`config.mk`:
```
export PLATFORM = sky130hd
export DESIGN_NAME = rxcea_frame_parser
export DESIGN_NICKNAME = d
export VERILOG_FILES = /design/src/rtl/rxcea_frame_parser.sv
export SDC_FILE = /design/constraint.sdc
export NUM_CORES = 1
export LEC_CHECK = 0
export BUFFER_PORTS_ARGS = -buffer_cell sky130_fd_sc_hd__buf_2
export CAP_MARGIN = 40
export CORE_UTILIZATION = 35
export DETAILED_ROUTE_END_ITERATION = 8
export HOLD_SLACK_MARGIN = 0.06
export SLEW_MARGIN = 25
export SYNTH_ARGS = -nofsm -noshare
export SYNTH_HDL_FRONTEND = slang
export SYNTH_SLANG_ARGS = --single-unit
```
`constraint.sdc`:
```
create_clock -name sys_clk -period 4.65 [get_ports sys_clk]
set_clock_uncertainty 0.1 [all_clocks]
set_input_delay 0.2325 -clock sys_clk [delete_from_list [all_inputs] [get_ports sys_clk]]
set_output_delay 0.2325 -clock sys_clk [all_outputs]
set_load 0.02 [all_outputs]
```
`src/rtl/rxcea_frame_parser.sv`:
```
`default_nettype none
// ============================================================================
//  Module   : rxcea_frame_parser
//  Brief    : Parses ID/CNT/DATA/CRC frames from the UART receiver and emits
//             the command byte of each valid frame. Optional CRC-16/MODBUS
//             validation is built when RXCEA_CRC_CHECK_EN is defined.
//  Revision : 1.0 - initial release
// ============================================================================
module rxcea_frame_parser #(
    parameter logic [15:0] DEV_ID         = 16'h0000,
    parameter int          MAX_LEN        = 4,
    parameter int          TIMEOUT_CYCLES = 50000
) (
    input  logic       sys_clk,
    input  logic       sys_rst,
    input  logic [7:0] rx_data,
    input  logic       rx_data_flag,
    output logic [7:0] cmd,
    output logic       cmd_flag,
    output logic [7:0] cmd_len,
    output logic       frame_err
);

    localparam int                  c_TO_WIDTH = $clog2(TIMEOUT_CYCLES + 1);
    localparam logic [c_TO_WIDTH-1:0] c_TO_LAST = c_TO_WIDTH'(TIMEOUT_CYCLES - 1);
    localparam logic [15:0]         c_MAX_LEN  = 16'(MAX_LEN);

    typedef enum logic [2:0] {
        S_ID_1  = 3'd0,
        S_ID_2  = 3'd1,
        S_CNT_1 = 3'd2,
        S_CNT_2 = 3'd3,
        S_DATA  = 3'd4,
        S_CRC_1 = 3'd5,
        S_CRC_2 = 3'd6
    } state_t;

    state_t                  r_state, w_state_nxt;
    logic [15:0]             r_len, w_len_nxt;
    logic [7:0]              r_cnt, w_cnt_nxt;
    logic [7:0]              r_pend_cmd, w_pend_cmd_nxt;
    logic [c_TO_WIDTH-1:0]   r_tmo, w_tmo_nxt;
    logic [7:0]              w_cmd_nxt, w_cmd_len_nxt;
    logic                    w_cmd_flag_nxt, w_frame_err_nxt;
    logic [15:0]             w_len_full;
    logic                    w_crc_ok;

    assign w_len_full = {r_len[15:8], rx_data};

`ifdef RXCEA_CRC_CHECK_EN
    logic [15:0] r_crc, w_crc_nxt;
    logic [7:0]  r_crc_hi, w_crc_hi_nxt;

    // Reflected CRC-16/MODBUS, one byte per call, fully unrolled.
    function automatic logic [15:0] crc16_upd(input logic [15:0] c, input logic [7:0] d);
        logic [15:0] r;
        r = c ^ {8'h00, d};
        for (int i = 0; i < 8; i++) begin
            r = r[0] ? ((r >> 1) ^ 16'hA001) : (r >> 1);
        end
        return r;
    endfunction

    assign w_crc_ok = ({r_crc_hi, rx_data} == r_crc);
`else
    assign w_crc_ok = 1'b1;
`endif

    always_ff @(posedge sys_clk or negedge sys_rst) begin
        if (!sys_rst) begin
            r_state    <= S_ID_1;
            r_len      <= 16'h0000;
            r_cnt      <= 8'h00;
            r_pend_cmd <= 8'h00;
            r_tmo      <= '0;
            cmd        <= 8'h00;
            cmd_len    <= 8'h00;
            cmd_flag   <= 1'b0;
            frame_err  <= 1'b0;
`ifdef RXCEA_CRC_CHECK_EN
            r_crc      <= 16'hFFFF;
            r_crc_hi   <= 8'h00;
`endif
        end else begin
            r_state    <= w_state_nxt;
            r_len      <= w_len_nxt;
            r_cnt      <= w_cnt_nxt;
            r_pend_cmd <= w_pend_cmd_nxt;
            r_tmo      <= w_tmo_nxt;
            cmd        <= w_cmd_nxt;
            cmd_len    <= w_cmd_len_nxt;
            cmd_flag   <= w_cmd_flag_nxt;
            frame_err  <= w_frame_err_nxt;
`ifdef RXCEA_CRC_CHECK_EN
            r_crc      <= w_crc_nxt;
            r_crc_hi   <= w_crc_hi_nxt;
`endif
        end
    end

    always_comb begin
        w_state_nxt     = r_state;
        w_len_nxt       = r_len;
        w_cnt_nxt       = r_cnt;
        w_pend_cmd_nxt  = r_pend_cmd;
        w_tmo_nxt       = r_tmo;
        w_cmd_nxt       = cmd;
        w_cmd_len_nxt   = cmd_len;
        w_cmd_flag_nxt  = 1'b0;
        w_frame_err_nxt = 1'b0;
`ifdef RXCEA_CRC_CHECK_EN
        w_crc_nxt       = r_crc;
        w_crc_hi_nxt    = r_crc_hi;
`endif

        if (rx_data_flag) begin
            // A byte always wins over a coinciding timeout expiry.
            w_tmo_nxt = '0;
            case (r_state)
                S_ID_1: begin
                    if (rx_data == DEV_ID[15:8]) begin
                        w_state_nxt = S_ID_2;
                    end
`ifdef RXCEA_CRC_CHECK_EN
                    w_crc_nxt = (rx_data == DEV_ID[15:8]) ? crc16_upd(16'hFFFF, rx_data) : 16'hFFFF;
`endif
                end
                S_ID_2: begin
                    if (rx_data == DEV_ID[7:0]) begin
                        w_state_nxt = S_CNT_1;
`ifdef RXCEA_CRC_CHECK_EN
                        w_crc_nxt   = crc16_upd(r_crc, rx_data);
`endif
                    end else begin
                        w_state_nxt = S_ID_1;
`ifdef RXCEA_CRC_CHECK_EN
                        w_crc_nxt   = 16'hFFFF;
`endif
                    end
                end
                S_CNT_1: begin
                    w_len_nxt   = {rx_data, r_len[7:0]};
                    w_state_nxt = S_CNT_2;
`ifdef RXCEA_CRC_CHECK_EN
                    w_crc_nxt   = crc16_upd(r_crc, rx_data);
`endif
                end
                S_CNT_2: begin
                    w_len_nxt = w_len_full;
                    w_cnt_nxt = 8'h00;
                    if ((w_len_full == 16'h0000) || (w_len_full > c_MAX_LEN)) begin
                        w_frame_err_nxt = 1'b1;
                        w_state_nxt     = S_ID_1;
`ifdef RXCEA_CRC_CHECK_EN
                        w_crc_nxt       = 16'hFFFF;
`endif
                    end else begin
                        w_state_nxt = S_DATA;
`ifdef RXCEA_CRC_CHECK_EN
                        w_crc_nxt   = crc16_upd(r_crc, rx_data);
`endif
                    end
                end
                S_DATA: begin
                    if (r_cnt == 8'h00) begin
                        w_pend_cmd_nxt = rx_data;
                    end
                    w_cnt_nxt = r_cnt + 8'd1;
                    if (r_cnt == (r_len[7:0] - 8'd1)) begin
                        w_state_nxt = S_CRC_1;
                    end
`ifdef RXCEA_CRC_CHECK_EN
                    w_crc_nxt = crc16_upd(r_crc, rx_data);
`endif
                end
                S_CRC_1: begin
                    w_state_nxt = S_CRC_2;
`ifdef RXCEA_CRC_CHECK_EN
                    w_crc_hi_nxt = rx_data;
`endif
                end
                S_CRC_2: begin
                    w_state_nxt = S_ID_1;
                    if (w_crc_ok) begin
                        w_cmd_nxt      = r_pend_cmd;
                        w_cmd_len_nxt  = r_len[7:0];
                        w_cmd_flag_nxt = 1'b1;
                    end else begin
                        w_frame_err_nxt = 1'b1;
                    end
`ifdef RXCEA_CRC_CHECK_EN
                    w_crc_nxt = 16'hFFFF;
`endif
                end
                default: begin
                    w_state_nxt = S_ID_1;
                end
            endcase
        end else if (r_state != S_ID_1) begin
            if (r_tmo == c_TO_LAST) begin
                w_frame_err_nxt = 1'b1;
                w_state_nxt     = S_ID_1;
                w_tmo_nxt       = '0;
`ifdef RXCEA_CRC_CHECK_EN
                w_crc_nxt       = 16'hFFFF;
`endif
            end else begin
                w_tmo_nxt = r_tmo + c_TO_WIDTH'(1);
            end
        end
    end

endmodule
`default_nettype wire

```
==> results.json <==
{
  "fillCellCount": 938,
  "fp.dieW_um": 101,
  "drive_gt1_share_pct": 19.2,
  "switching_share_pct": 24.8,
  "status": "finished clean",
  "crit_required_ps": 4780,
  "synth_top_area_share_pct": 50.1,
  "clock_path_buffers": 2,
  "seq_area_mm2": 0.00173,
  "cap_viol_max_count": 0,
  "ys.flop_type": "dfrtp_1",
  "clockPowerShare_pct": 44.1,
  "multi_input_area_mm2": 0.00158,
  "finalCriticalPeriod_ps": 2280,
  "final_nets": 400,
  "ff2ff_path_depth": 6,
  "p_per_area_mw_per_mm2": 293,
  "syn_avg_cell_area_um2": 9.78,
  "grt_pass1_wl_um": 12600,
  "ys_warn_count": 0,
  "vias_per_cell": 5.03,
  "clk_pin_slew_worst_paths_ps": 90,
  "seq_area_frac_synth_pct": 50.1,
  "ys_seq_elements": 69,
  "hold_path_depth": 3,
  "p_int_w": 0.000870,
  "post-route-period-util_pct": 49.0,
  "async_flop_share_pct": 100,
  "layout_commonest_cell": "nand2_1",
  "grt_overflow": 0,
  "grt_max_degree": 36,
  "gr-usage-all-layers_pct": 16.0,
  "drtPass1Iterations": 4,
  "cts_tree": "done",
  "p_seq_share_pct": 52.0,
  "yosys-top-cells-area": "dfrtp_1, nand2_1, mux2_2",
  "rsz0062_at_grt": "no",
  "placementRows": 35,
  "fp.coreArea_mm2": 0.00937,
  "most-common-layout-cells": "nand2_1, dfrtp_1, buf_2",
  "fin_ws_ps": 2370,
  "drc": 0,
  "vias": 2612,
  "antenna_found_initial": 0,
  "critPathLaunchType": "register",
  "p_leak_nw": 1.97,
  "p_comb_share_pct": 3.9,
  "io_buffers": 28,
  "cts_resized": 0,
  "timing.fmax_mhz": 439,
  "io-pin-count": 29,
  "gp_congestion": 0.825,
  "cp-end-kind": "register",
  "p_switching_w": 0.000286,
  "hold_viol_final": 0,
  "pre_cts_ws_ps": 2300,
  "ys_types": 50,
  "wirelength_um": 7280,
  "cts_setup_buffers": 0,
  "cp.arrival_ps": 2410,
  "syn_nets": 367,
  "max_slew_margin_pct": 52.2,
  "ir_drop_v": 0.000147,
  "diodes": 0,
  "htreeDepth": 3,
  "slew_violations": 0,
  "setup_tns_ps": 0,
  "holdWs_ps": 75.5,
  "hold_buffers": 4,
  "cts-buffers-inserted": 9,
  "netlist_instances": 352,
  "postRouteAntennaNets": 0,
  "syn_to_final_growth_pct": 14.6,
  "synth-edff-count": 0,
  "crit_fanout": 7,
  "die_area_mm2": 0.0102,
  "cts-root-buf": "clkbuf_8",
  "clk_latency_ps": 350,
  "final_core_util_pct": 42.1,
  "setup_violations": 0,
  "drtIter0Drc": 108,
  "synth_top_cell_by_area": "dfrtp_1",
  "syn_area_mm2": 0.00344,
  "tightest_slew_ps": 710,
  "die_h_um": 101,
  "criticalPathCategory": "reg -> reg",
  "cts.sinks": 69,
  "start_util_pct": 36.7,
  "wl_per_cell_um": 14.0,
  "hpwl_um": 5050,
  "grt_pass1_vias": 2467,
  "hp-class": "in -> reg"
}
registers in the layout, summed over array words and instances (netlist names):
signal	count
cmd_flag	1
r_state	3
r_cnt	8
frame_err	1
cmd_len	8
r_len	16
r_tmo	16
cmd	8
r_pend_cmd	8
routing by layer:
layer | part of all wire [%] | vias to the layer above | global-route usage [%]
li1 | - | 1299 | -
met1 | 53 | 1272 | 24.0
met2 | 43 | 35 | 22.6
met3 | 2.9 | 6 | 4.14
met4 | 1.1 | 0 | 4.79
met5 | 0 | - | 0
power by group through the flow:
| stage | clock (W) | sequential, W | combinational (W) |
|---|---|---|---|
| after floorplan | 0 | 0.000613 | 0.0000162 |
| after global placement | 0 | 0.000613 | 0.0000403 |
| after detailed placement | 0 | 0.000613 | 0.0000407 |
| after CTS | 0.000523 | 0.000601 | 0.0000431 |
| after global routing | 0.000547 | 0.000601 | 0.0000522 |
| final | 0.000510 | 0.000601 | 0.0000454 |
synthesized netlist by cell type (all sizes together), types with 5 or more instances:
cell type and n:
or3 5, nor4 5, buf 6, mux2 17, nor3 11, a21oi 5, nor2 18, a21o 7
xnor2 9, dfrtp 69, clkbuf 10, o21ai 23, nand2 78, nand3 16, inv 10, o31ai 5
nand4 8, xor2 10
logic make-up after synthesis:
kind of cell	Yosys count	share of synthesized area, %
compound gates	52	10.1
buf+inv	26	3.92
flops	69	50.1
xor+xnor	19	4.83
simple gates	165	23.9
mux	17	5.56
fa+ha+maj	4	1.45
cell type report:
| cell class | instances | share of cell area, % |
|---|---|---|
| multi-input combinational | 257 | 40.1 |
| timing repair buffer | 38 | 6.02 |
| clock buffer | 9 | 3.14 |
| sequential | 69 | 43.7 |
| inverter | 10 | 0.951 |
| clock inverter | 7 | 2.00 |
| tap | 129 | 4.09 |
critical path: stages (launching register included):
cell and delay [ps]:
dfrtp_1 440, nor4bb_1 480, and4_1 440, nor2_1 180
buf_4 200, a21o_1 150, a21o_1 170
final timing paths:
check / start / to / slack [ps]
max in group asynchronous: sys_rst / r_tmo[6]$_DFFE_PN0N_ / 3610
min in group asynchronous: sys_rst / cmd_flag$_DFF_PN0_ / 150
setup reg to reg: r_tmo[12]$_DFFE_PN0N_ / r_tmo[6]$_DFFE_PN0N_ / 2370
hold / removal: rx_data[7] / r_len[7]$_DFFE_PN0P_ / 80
hold reg to reg: cmd[3]$_DFFE_PN0P_ / cmd[3]$_DFFE_PN0P_ / 370
setup / recovery: r_tmo[12]$_DFFE_PN0N_ / r_tmo[6]$_DFFE_PN0N_ / 2370
per-stage QoR:
step                area, um2  instances  total power [W]
floorplan                3440        352         0.000629
global placement         3670        496         0.000653
detailed placement       3670        496         0.000654
CTS                      3910        516          0.00117
global route             3950        519          0.00120
finish                   3950        519          0.00116
(Power assumes the default switching activity.)
